File: src/rtl/pdm_tx_modulator.sv
// First-order delta-sigma PDM transmitter: divides clk down to pdm_clk and
// modulates one buffered signed PCM sample per OSR PDM bits.
module pdm_tx_modulator #(
  parameter int CLK_DIV = 50,
  parameter int OSR     = 64,
  parameter int DATA_W  = 8
) (
  input  logic                     clk,
  input  logic                     reset_n,
  input  logic signed [DATA_W-1:0] in_data,
  input  logic                     in_valid,
  output logic                     in_ready,
  output logic                     pdm_clk,
  output logic                     pdm_out,
  output logic                     underrun
);

  localparam int DIV_W = $clog2(CLK_DIV);
  localparam int BIT_W = $clog2(OSR);

  localparam logic [DIV_W-1:0]  DIV_LAST = DIV_W'(CLK_DIV - 1);
  localparam logic [DIV_W-1:0]  DIV_HALF = DIV_W'(CLK_DIV / 2 - 1);
  localparam logic [BIT_W-1:0]  BIT_LAST = BIT_W'(OSR - 1);
  localparam logic [DATA_W-1:0] MSB_MASK = {1'b1, {(DATA_W-1){1'b0}}};

  logic [DIV_W-1:0]  r_div_cnt;
  logic [BIT_W-1:0]  r_bit_cnt;
  logic [DATA_W-1:0] r_cur;
  logic [DATA_W-1:0] r_nxt;
  logic              r_nxt_full;
  logic [DATA_W-1:0] r_acc;
  logic              r_in_ready;
  logic              r_pdm_clk;
  logic              r_pdm_out;
  logic              r_underrun;

  logic              w_rise;
  logic              w_fall;
  logic              w_boundary;
  logic              w_accept;
  logic              w_nxt_full_next;
  logic [DATA_W-1:0] w_u;
  logic [DATA_W:0]   w_sum;

  assign w_rise     = (r_div_cnt == DIV_LAST);
  assign w_fall     = (r_div_cnt == DIV_HALF);
  assign w_boundary = w_fall && (r_bit_cnt == BIT_LAST);
  assign w_accept   = in_valid && r_in_ready;

  // Flipping the sign bit maps two's complement onto the 0..2^DATA_W-1 offset form.
  assign w_u   = r_cur ^ MSB_MASK;
  assign w_sum = {1'b0, r_acc} + {1'b0, w_u};

  // NOTE: combinational blocks assign a default first so no path leaves the
  // output unassigned, which would otherwise infer a latch.
  always_comb begin
    w_nxt_full_next = r_nxt_full;
    if (w_accept) begin
      w_nxt_full_next = 1'b1;
    end else if (w_boundary) begin
      w_nxt_full_next = 1'b0;
    end
  end

  // NOTE: sequential state uses non-blocking assignments so every register
  // samples the pre-edge values, independent of statement order.
  always_ff @(posedge clk or negedge reset_n) begin
    if (!reset_n) begin
      r_div_cnt  <= '0;
      r_bit_cnt  <= '0;
      r_cur      <= '0;
      r_nxt      <= '0;
      r_nxt_full <= 1'b0;
      r_acc      <= '0;
      r_in_ready <= 1'b0;
      r_pdm_clk  <= 1'b0;
      r_pdm_out  <= 1'b0;
      r_underrun <= 1'b0;
    end else begin
      r_div_cnt  <= w_rise ? '0 : r_div_cnt + DIV_W'(1);
      r_underrun <= 1'b0;

      if (w_rise) begin
        r_pdm_clk <= 1'b1;
      end else if (w_fall) begin
        r_pdm_clk <= 1'b0;
      end

      if (w_fall) begin
        r_pdm_out <= w_sum[DATA_W];
        r_acc     <= w_sum[DATA_W-1:0];
        r_bit_cnt <= w_boundary ? '0 : r_bit_cnt + BIT_W'(1);
      end

      // The last bit of a period still used the old sample; swap it in now.
      if (w_boundary) begin
        if (r_nxt_full) begin
          r_cur <= r_nxt;
        end else begin
          r_cur      <= '0;
          r_underrun <= 1'b1;
        end
      end

      if (w_accept) begin
        r_nxt <= in_data;
      end

      r_nxt_full <= w_nxt_full_next;
      r_in_ready <= ~w_nxt_full_next;
    end
  end

  assign in_ready = r_in_ready;
  assign pdm_clk  = r_pdm_clk;
  assign pdm_out  = r_pdm_out;
  assign underrun = r_underrun;

endmodule

File: config.mk
export PLATFORM = sky130hd
export DESIGN_NAME = pdm_tx_modulator
export DESIGN_NICKNAME = d
export VERILOG_FILES = /design/src/rtl/pdm_tx_modulator.sv
export SDC_FILE = /design/constraint.sdc
export NUM_CORES = 1
export LEC_CHECK = 0
export ABC_AREA = 1
export CAP_MARGIN = 20
export CORE_MARGIN = 2
export CORE_UTILIZATION = 58
export CTS_BUF_LIST = sky130_fd_sc_hd__clkbuf_16
export CTS_CLUSTER_DIAMETER = 150
export DETAILED_ROUTE_END_ITERATION = 8
export PLACE_DENSITY = 0.87
export SYNTH_ARGS = -nofsm -noshare
export SYNTH_HDL_FRONTEND = slang
export SYNTH_SLANG_ARGS = --single-unit
File: constraint.sdc
create_clock -name clk -period 1.75 [get_ports clk]
set_input_delay 0.4375 -clock clk [delete_from_list [all_inputs] [get_ports clk]]
set_output_delay 0.4375 -clock clk [all_outputs]
set_load 0.02 [all_outputs]
==> results.json, run 1 <==
{
  "vias": 1592,
  "vdd_drop_max_v": 0.000699,
  "syn2layout_area_growth_pct": 16.2,
  "htree_levels": 2,
  "worstMarginPinSlew_ns": 0.423,
  "grt_pass1_vias": 1606,
  "io_buffers": 14,
  "firstDrtPassIters": 4,
  "ant_nets": 0,
  "hold_slack_ns": 0.105,
  "syn_avg_cell_area_um2": 8.95,
  "status": "finished, final reports clean",
  "routed_wl_mm": 3.93,
  "arrival_ns": 1.24,
  "critPathMaxFanout": 2,
  "antenna_found_initial": 0,
  "crit_chain": "clkdlybuf4s50_1",
  "synth-edff-count": 0,
  "postCtsHoldBufs": 0,
  "synth_top_area_share_pct": 47.6,
  "wl_per_cell_um": 12.8,
  "yosysWarningCount": 0,
  "multi_input_area_um2": 982,
  "grt_overflow": 0,
  "power.leakage_nw": 1.30,
  "synth-xor-area-share_pct": 0.812,
  "cts_setup_buffers": 0,
  "cts_buffers": 5,
  "synth_top_family_by_area": "simple AND/OR/NAND/NOR gates",
  "finalSetupViolations": 0,
  "die_h_um": 65.0,
  "cp.required_ns": 1.31,
  "seq_area_mm2": 0.00103,
  "rsz0062_at_grt": "true",
  "drive_above_1_share_pct": 15.4,
  "die_area_mm2": 0.00422,
  "final_common_cell": "nand2_1",
  "critical_path.top_delay_family": "buffers and inverters",
  "synth_compound_area_share_pct": 7.02,
  "powerDensity_mw_per_mm2": 809,
  "drv_slew": 0,
  "min_period_ns": 1.68,
  "start_util_pct": 59.8,
  "synth-simple-area-share_pct": 25.4,
  "layout.nets": 282,
  "syn_inst": 241,
  "setup.worst_path.end_class": "output port",
  "ys.flop_type": "dfrtp_1",
  "viasPerCell": 5.19,
  "chipWidth_um": 65.0,
  "synth_mux_area_share_pct": 4.18,
  "maxCapViolations": 0,
  "antenna_cells": 0,
  "drc_errors": 0,
  "nFillCells": 262,
  "clkTransAtPathRegs_ns": 0.06,
  "gp_congestion": 0.827,
  "async_flop_share_pct": 100,
  "placed_area_mm2": 0.00233,
  "yosys-top-cells-area": "dfrtp_1 (48%), nand2_1 (13%), ha_1 (7.0%)",
  "clockRootBuffer": "clkbuf_16",
  "clock-sinks": 41,
  "hp-class": "input port to async pin",
  "cts_buffer_depth": 2,
  "num_io_pins": 15,
  "placed_cells": 299,
  "yosysTopAreaCell": "dfrtp_1",
  "drt_first_iter_violations": 102,
  "clkLatencyLatePin_ns": 0.29,
  "rows": 22,
  "worst-path-buf-inv": 1,
  "cts_resized": 0,
  "worst_path_largest_cell_delay_ns": 0.60,
  "core_mm2": 0.00361,
  "instances_no_fill": 307,
  "post-route-period-util_pct": 96.0,
  "cts_tree": "built",
  "most-common-layout-cells": "nand2_1 (73), dfrtp_1 (41), inv_1 (28), nand3_1 (14), nor2_1 (14)",
  "synth_fa_ha_area_share_pct": 7.89,
  "grt_max_degree": 42,
  "fmax_ghz": 0.595,
  "final_area_mm2": 0.00251,
  "track_usage_pct": 22.8,
  "grt_pass1_wl_mm": 7.24,
  "crit_path_top_delay_cell": "clkdlybuf4s50_1",
  "syn_nets": 265,
  "hold_viol_final": 0,
  "syn_area_mm2": 0.00216,
  "path_class": "register to output port",
  "dp_hpwl_mm": 2.72,
  "ys_types": 31,
  "ys_ff_latch": 41,
  "fin_skew_ns": 0.00405,
  "slew_headroom_pct": 71.7,
  "cp-start-kind": "register",
  "ys_seq_area_share_pct": 47.6
}
[final cells by class]
cell class	instances	area share [%]
multi-input cells	165	39.2
well taps	48	2.40
inverters	29	4.34
clock buffers	5	4.99
flip-flops and latches	41	40.9
clock inverters	3	1.65
repair buffers	16	6.49
[kinds of logic (layout without fill, tap and decap cells)]
logic type	after synthesis	count (layout)
and+or+nand+nor	120	120
DFF	41	41
buffers and inverters	35	53
AOI/OAI and AO/OA	22	22
adders and majority gates	13	13
muxes	8	8
xor gates and xnor gates	2	2
[registers in the layout (all words and copies together), names as in the netlist]
register,cells
r_acc,8
pdm_clk,1
underrun,1
pdm_out,1
in_ready,1
r_nxt_full,1
r_cur,8
r_nxt,8
r_div_cnt,6
r_bit_cnt,6
[layer usage]
layer,vias up,global-route usage (%),part of all wire [%]
met5,-,0,0
met2,31,37.1,49
li1,801,-,-
met3,6,4.34,3.4
met1,754,29.6,45
met4,0,10.1,2.2
[metrics by stage]
stage	power, mW	util, %	setup WS, ns	TNS [ns]
6_report	2.03	69.5	0.0695	0
5_1_grt	2.09	69.5	-0.0285	-0.0409
4_1_cts	2.04	69.4	0.0603	0
3_5_place_dp	1.01	64.7	0.101	0
3_3_place_gp	1.01	64.7	0.127	0
2_1_floorplan	0.966	-	0.250	0
[worst paths after layout]
| path | start | end | slack (ns) | depth (start not counted) |
|---|---|---|---|---|
| setup / recovery | in_ready | in_ready | 0.07 | 1 |
| setup reg to reg | r_div_cnt[0] | r_cur[5] | 0.13 | 7 |
| min in group clk | pdm_clk | pdm_clk | 0.48 | 2 |
| hold reg to reg | pdm_clk | pdm_clk | 0.48 | 2 |
| max in group asynchronous | reset_n | r_cur[4] | 1.45 | 2 |
| hold / removal | reset_n | r_div_cnt[5] | 0.11 | 2 |
[cell usage after synthesis, types with 3 or more instances]
cell and count:
nand2_1 74, dfrtp_1 41, inv_1 28, nand3_1 14, nor2_1 14, ha_1 12, o21ai_2 9, mux2_2 8
a21oi_1 6, nand2_2 3, nand3b_1 3, nand4_1 3
[power by group]
group	internal, mW	switching, mW	total, mW
clock	0.667	0.370	1.04
sequential	0.948	0	0.948
combinational	0.0229	0.0203	0.0433
Note: power is estimated with default switching activity, not from simulation.
==> inputs of run 2 (changes only) <==
--- a/config.mk
+++ b/config.mk
@@ -7,6 +7,7 @@
 export LEC_CHECK = 0
 export ABC_AREA = 1
 export CAP_MARGIN = 20
+export CORE_ASPECT_RATIO = 1.4
 export CORE_MARGIN = 2
 export CORE_UTILIZATION = 58
 export CTS_BUF_LIST = sky130_fd_sc_hd__clkbuf_16
==> run 2 against run 1 <==
Against the previous run: critical path depth stayed put; critical path type unchanged; setup slack worse by 0.0077 ns; flip-flop and latch count stayed put; hold slack worse by 0.0038 ns; critical endpoint unchanged; count of clock-buffer cells in the layout stayed put; first-iteration DRC count is 60% lower; cell area is 0.95% higher; die area is 0.16% higher; fmax is 0.45% lower.
==> results.json, run 2 (synthesis gave the netlist of run 1 again) <==
{
  "power.leakage_nw": 1.32,
  "setup.worst_path.end_class": "output port",
  "cts_tree": "built",
  "clock_power_share_pct": 54.2,
  "instances_no_fill": 302,
  "hold_viol_final": 0,
  "clockRootBuffer": "clkbuf_16",
  "cts_setup_buffers": 0,
  "fin_util_pct": 70.1,
  "placed_cells": 294,
  "grt_pass1_vias": 1669,
  "min_period_ns": 1.69,
  "dp_hpwl_mm": 2.75,
  "critPathMaxFanout": 2,
  "layout_setup_ws_ns": 0.0618,
  "rsz0062_at_grt": "false",
  "routed_wl_mm": 4.09,
  "drv_slew": 0,
  "final_common_cell": "nand2_1",
  "grt_pass1_wl_mm": 7.42,
  "place_ws_ns": 0.108,
  "slew_headroom_pct": 68.9,
  "hold_slack_ns": 0.102,
  "critical_path.top_delay_family": "buffers and inverters",
  "most-common-layout-cells": "nand2_1 (74), dfrtp_1 (41), inv_1 (28), nand3_1 (14), nor2_1 (14)",
  "fin_skew_ns": 0.00214,
  "seqPwrFrac_pct": 43.8,
  "final_area_mm2": 0.00253,
  "die_h_um": 76.2,
  "fmax_ghz": 0.592,
  "grt_overflow": 0,
  "regToRegSetupSlack_ns": 0.13,
  "cp.required_ns": 1.31,
  "combPwrFrac_pct": 2.0,
  "firstDrtPassIters": 5,
  "top_regs": "r_acc x8, r_cur x8, r_nxt x8",
  "grt_max_degree": 23,
  "drive_above_1_share_pct": 16.2,
  "crit_path_top_delay_cell": "clkdlybuf4s50_1",
  "maxCapViolations": 0,
  "clkLatencyLatePin_ns": 0.28,
  "path_class": "register to output port",
  "cp-start-kind": "register",
  "status": "finished, final reports clean",
  "antenna_found_initial": 0,
  "postCtsHoldBufs": 0,
  "clkTransAtPathRegs_ns": 0.06,
  "worst-path-buf-inv": 1,
  "wl_per_cell_um": 13.5,
  "internal_power_mw": 1.78,
  "vias": 1635,
  "chipWidth_um": 55.5,
  "total_power_mw": 2.16,
  "worst_path_largest_cell_delay_ns": 0.62,
  "clock-sinks": 41,
  "cts_buffer_depth": 2,
  "viasPerCell": 5.41,
  "finalSetupViolations": 0,
  "arrival_ns": 1.25,
  "cts_resized": 0,
  "rows": 26,
  "track_usage_pct": 22.1,
  "io_buffers": 14,
  "setup_tns_ns": 0,
  "core_mm2": 0.00361,
  "worstMarginPinSlew_ns": 0.466,
  "syn2layout_area_growth_pct": 17.3,
  "die_area_mm2": 0.00423,
  "drt_first_iter_violations": 41,
  "post-route-period-util_pct": 96.5,
  "powerDensity_mw_per_mm2": 855,
  "hp-class": "input port to async pin",
  "placed_area_mm2": 0.00233,
  "cts_buffers": 5,
  "num_io_pins": 15,
  "start_util_pct": 59.7,
  "antenna_cells": 0,
  "p_sw_uw": 379,
  "htree_levels": 2,
  "layout.nets": 283,
  "vdd_drop_max_v": 0.000765,
  "ant_nets": 0,
  "drc_errors": 0,
  "p_sw_share_pct": 17.5,
  "gp_congestion": 0.809,
  "crit_chain": "clkdlybuf4s50_1"
}
run 2: path summary, 6_finish.rpt:
check,cells after the start,start,end
worst max-delay path,1,in_ready,in_ready
worst min-delay path,1,reset_n,r_bit_cnt[1]
worst max register to register,9,r_cur[0],r_acc[6]
worst min register to register,2,pdm_clk,pdm_clk
max in group asynchronous,2,reset_n,r_cur[4]
min in group clk,2,pdm_clk,pdm_clk
run 2: power groups by stage:
stage / combinational, mW / sequential [mW] / clock [mW]
4_1_cts: 0.0456 / 0.948 / 1.18
5_1_grt: 0.0498 / 0.948 / 1.22
3_3_place_gp: 0.0442 / 0.965 / 0
3_5_place_dp: 0.0453 / 0.965 / 0
6_report: 0.0439 / 0.948 / 1.17
2_1_floorplan: 0.000201 / 0.966 / 0
run 2: worst register-to-register path: stages (launching register included):
cell and delay, ns:
dfrtp_1 0.39, ha_2 0.21, fa_2 0.36, nand2_1 0.10
nand2_1 0.09, nand3b_1 0.13, nand2_1 0.09, nand2_1 0.07
nand3_1 0.06, nand2_1 0.06
run 2: layer usage:
layer	routed length, µm	vias up	part of all wire, %	global-route usage (%)
met5	0	-	0	0
met4	75	0	1.8	10.2
met3	122	8	3.0	4.92
met2	2210	35	54	38.5
met1	1680	791	41	25.5
li1	-	801	-	-
run 2: layout make-up:
cell class | count | area (µm²)
Fill cell | 229 | 1080
Sequential cell | 41 | 1030
Multi-Input combinational cell | 165 | 982
Timing Repair Buffer | 17 | 170
Clock buffer | 5 | 125
Inverter | 29 | 109
Clock inverter | 3 | 65.1
Tap cell | 42 | 52.6
==> inputs of run 3 (changes only) <==
--- a/config.mk
+++ b/config.mk
@@ -7,13 +7,14 @@
 export LEC_CHECK = 0
 export ABC_AREA = 1
 export CAP_MARGIN = 20
-export CORE_ASPECT_RATIO = 1.4
 export CORE_MARGIN = 2
 export CORE_UTILIZATION = 58
 export CTS_BUF_LIST = sky130_fd_sc_hd__clkbuf_16
 export CTS_CLUSTER_DIAMETER = 150
 export DETAILED_ROUTE_END_ITERATION = 8
+export HOLD_SLACK_MARGIN = 0.1
 export PLACE_DENSITY = 0.87
+export SETUP_SLACK_MARGIN = 0.2
 export SYNTH_ARGS = -nofsm -noshare
 export SYNTH_HDL_FRONTEND = slang
 export SYNTH_SLANG_ARGS = --single-unit
==> run 3 against run 2 <==
Against the previous run: setup slack better by 0.14 ns; clock skew is 0.0033 ns higher; cell area grew 6.0%; critical path type is now register to register; hold slack gained 0.0058 ns; clock power shrank 11%; sequential power about the same; critical endpoint is now r_acc[4]; die area decreased by 0.16%; combinational power decreased by 2%; flip-flop and latch count did not move; first-iteration DRC count grew to 3.5 times the previous value; via count grew 2.9%; wire length rose by 13%.
==> results.json, run 3 (synthesis gave the netlist of run 1 again) <==
{
  "drive_above_1_share_pct": 22.1,
  "crit_path_top_delay_cell": "dfrtp_1",
  "slew_headroom_pct": 75.5,
  "most-common-layout-cells": "nand2_1 (72), dfrtp_1 (41), inv_1 (26), nand3_1 (14), nor2_1 (14)",
  "drc_errors": 0,
  "core_mm2": 0.00361,
  "hp-class": "input port to async pin",
  "multi_input_area_mm2": 0.00105,
  "clockRootBuffer": "clkbuf_16",
  "dp_hpwl_mm": 2.72,
  "cts_buffer_depth": 2,
  "wl_per_cell_um": 14.5,
  "grt_pass1_wl_mm": 7.64,
  "htree_levels": 2,
  "nFillCells": 235,
  "power.leakage_nw": 1.37,
  "grt_pass1_vias": 1687,
  "viasPerCell": 5.26,
  "rows": 22,
  "worstMarginPinSlew_ns": 0.367,
  "worst_path_largest_cell_delay_ns": 0.38,
  "syn2layout_area_growth_pct": 24.3,
  "cts_buffers": 5,
  "drt_first_iter_violations": 145,
  "ant_nets": 0,
  "rsz0062_at_grt": "true",
  "cp-start-kind": "register",
  "die_area_mm2": 0.00422,
  "top_regs": "r_acc x8, r_cur x8, r_nxt x8",
  "drv_slew": 0,
  "total_power_mw": 2.03,
  "status": "finished, final reports clean",
  "crit_chain": "ha_2 -> fa_2 -> nand2_2 -> nand2_2 -> buf_4 -> nand2_1 -> nand2_1 -> a31oi_1",
  "clock-sinks": 41,
  "num_io_pins": 15,
  "start_util_pct": 59.8,
  "antenna_found_initial": 0,
  "powerDensity_mw_per_mm2": 758,
  "min_period_ns": 1.54,
  "vdd_drop_max_v": 0.000731,
  "post-route-period-util_pct": 88.3,
  "firstDrtPassIters": 4,
  "seq_area_mm2": 0.00103,
  "critPathMaxFanout": 2,
  "placed_cells": 299,
  "grt_overflow": 0,
  "arrival_ns": 1.75,
  "cp.required_ns": 1.96,
  "antenna_cells": 0,
  "routed_wl_mm": 4.63,
  "path_class": "register to register",
  "finalSetupViolations": 0,
  "maxCapViolations": 0,
  "fin_skew_ns": 0.00546,
  "setup.worst_path.end_class": "register",
  "critical_path.top_delay_family": "adder cells",
  "clkLatencyLatePin_ns": 0.29,
  "vias": 1682,
  "final_common_cell": "nand2_1",
  "layout.nets": 295,
  "fmax_ghz": 0.647,
  "worst-path-buf-inv": 1,
  "setup_tns_ns": 0,
  "clkTransAtPathRegs_ns": 0.06,
  "instances_no_fill": 320,
  "die_h_um": 65.0,
  "gp_congestion": 0.827,
  "io_buffers": 14,
  "cts_tree": "built",
  "chipWidth_um": 65.0,
  "track_usage_pct": 24.1,
  "grt_max_degree": 42,
  "hold_viol_final": 0
}
-- run 3: changes by cell type in the layout (fill, tap and decap cells not counted), moves of 2 or more --
cell and delta:
buf_4 +7, clkdlybuf4s50_1 -4, dlygate4sd2_1 +4, clkinvlp_4 +3, buf_12 +2, ha_1 -2, ha_4 +2, inv_1 -2
nand2_1 -2, nand2_2 +2, nand3_4 +2
-- run 3: metrics by stage --
step                hold WS [ns]  setup slack (ns)  util [%]  cell area (µm²)
finish                     0.107             0.206      74.4             2680
global route               0.126             0.124      74.4             2680
CTS                        0.120             0.180      71.9             2590
detailed placement         0.421             0.101      64.7             2330
global placement           0.423             0.127      64.7             2330
floorplan                  0.142             0.250         -             2160
-- run 3: report_power, final --
group / internal, mW / switching [mW]
Combinational: 0.0229 / 0.0203
Sequential: 0.948 / 0
Clock: 0.667 / 0.375
-- run 3: worst paths after layout --
kind                               start            to  slack (ns)  cells past startpoint
worst max-delay path            r_acc[0]      r_acc[4]        0.21                      8
worst max register to register  r_acc[0]      r_acc[4]        0.21                      8
min in group clk                 pdm_clk       pdm_clk        0.49                      2
max in group asynchronous        reset_n      r_cur[4]        1.45                      2
worst min register to register   pdm_clk       pdm_clk        0.49                      2
worst min-delay path             reset_n  r_div_cnt[4]        0.11                      2
-- run 3: area by class of cell --
cell class | instances | share of cell area, %
Clock inverter | 3 | 1.54
Sequential cell | 41 | 38.3
Timing Repair Buffer | 26 | 9.61
Inverter | 29 | 4.20
Tap cell | 48 | 2.24
Multi-Input combinational cell | 167 | 39.2
Timing Repair inverter | 1 | 0.280
Clock buffer | 5 | 4.67
-- run 3: what timing repair did --
action                                 in CTS  in global routing
cloned                                      1                  2
hold buffers                                0                  0
setup endpoints to repair                  21                 24
setup buffers                               6                  4
endpoints found under the hold margin       0                  0
gates resized for setup                    12                  5
pin swaps                                   7                  5
-- run 3: metal layers --
| layer | GRT usage [%] | up-vias | share of wire (%) |
|---|---|---|---|
| met3 | 4.34 | 10 | 4.1 |
| met1 | 30.0 | 797 | 42 |
| met2 | 41.0 | 41 | 51 |
| met4 | 10.4 | 0 | 2.7 |
| met5 | 0 | - | 0 |
| li1 | - | 834 | - |
==> RTL edit (settings of run 2) <==
One comparison of `r_div_cnt` changes from == to >=.
--- a/src/rtl/pdm_tx_modulator.sv
+++ b/src/rtl/pdm_tx_modulator.sv
@@ -45,3 +45,3 @@
   assign w_rise     = (r_div_cnt == DIV_LAST);
-  assign w_fall     = (r_div_cnt == DIV_HALF);
+  assign w_fall     = (r_div_cnt >= DIV_HALF);
   assign w_boundary = w_fall && (r_bit_cnt == BIT_LAST);
Formal check against the unedited RTL: same outputs for any inputs over 10 cycles, from zero or initial values and one cycle with reset_n low; that may be too few to reach the edited logic, so the function may still have changed.
==> RTL edit against run 2 <==
- area after synthesis shrank 3.5%
- clock skew up 0.00074 ns
- global-route usage grew 0.75 points
- hold slack improved by 0.11 ns
- design area down 4.0%
- power decreased by 6.5%
- maximum frequency is 0.21% higher
- wire length down 6.0%
- sequential cell count unchanged
- worst setup slack better by 0.0036 ns
- die area is 3.3% lower
- clock power shrank 11%
- highest routed layer unchanged
==> RTL edit: results (changes against run 2) <==
Worst setup path
  • CP startpoint: underrun$_DFF_PN0_
  • RR Startpoint: r_cur[0]$_DFFE_PN0P_
  • Crit-path max FO: 1 (-1)
  • Reg2Reg Depth: 8 (-1)

Final layout
  • Share of post-route cells with drive strength above 1: 15.0% (-1.1 points)
  • Fill cell count: 230 (+0.44%)
  • Nonclk inv count: 28 (-3.4%)
  • Signal buffers: 16 (-1)
  • Nets: 269 (-4.9%)
  • NonClk Buf Share: 6.18% (-0.55 points)
  • Multi-input combinational cell count: 153 (-7.3%)

Pwr
  • Sw power: 0.389 mW (+2.6%)
  • Max VDD drop: 0.000863 V (+13%)
  • P_int: 1.63 mW (-8.4%)
  • Leak: 1.26 nW (-4.5%)

Status
  • Status: finished, final reports clean

Synth
  • Synth top area share: 49.3% (+1.7 points)
  • Syn Std Cell Area: 2080 um^2 (-3.5%)
  • Post-synthesis adder-cell area fraction: 8.17% (+0.28 points)
  • Synth Area in Compound Gates: 7.63% (+0.61 points)
  • Synthesized Nets: 250 (-5.7%)
  • Area contributors post-synth: dfrtp_1, nand2_1, ha_1, inv_1, mux2_2
  • Post-synth top cells: nand2_1, dfrtp_1, inv_1, nand3_1, ha_1

Global route
  • First-pass GRT wire length: 6600 um (-11%)
  • Met2 global-route usage: 40.6% (+2.2 points)
  • Number of global-route vias before repair: 1564 (-6.3%)
  • Met1 Usage GRT: 24.7% (-0.81 points)

Placement
  • Post-DP HPWL: 2630 um (-4.3%)
  • Placed Instance Area: 2250 um^2 (-3.6%)

STA
  • Final Skew: 0.00288 ns (+0.000743 ns)
  • Slew HR: 66.1% (-2.8 points)

Route
  • Met3 routed WL: 131 um (+7.4%)
  • DRT Wirelength: 3850 um (-6.0%)
  • Vias: 1508 (-7.8%)
  • Drt pass-1 iters: 4 (-1)
  • Met2 wire length: 2150 um (-2.8%)
==> RTL edit: cell types whose count changed after synthesis, sizes merged, moves of 2 or more <==
cell	run 2	this run
nor3b	0	2
nor2	16	12
o21ai	12	17
a21oi	6	8
a31oi	2	0
nand4	3	0
o21bai	2	0
xor2	1	3
nand2	78	67
==> RTL edit: path summary, 6_finish.rpt <==
path,slack [ns],end
max,0.07,underrun
min,0.22,r_bit_cnt[5]$_DFFE_PN0P_
max reg2reg,0.12,pdm_out$_DFFE_PN0P_
min reg2reg,0.49,pdm_clk$_DFFE_PN0P_
max in group asynchronous,1.18,r_acc[5]$_DFFE_PN0P_
min in group clk,0.49,pdm_clk$_DFFE_PN0P_
==> RTL edit: what timing repair did <==
action | 4_1_cts | 5_1_grt
endpoints found under the setup margin | 0 | 3
buffers inserted | 0 | 1
gates resized for setup | 0 | 2
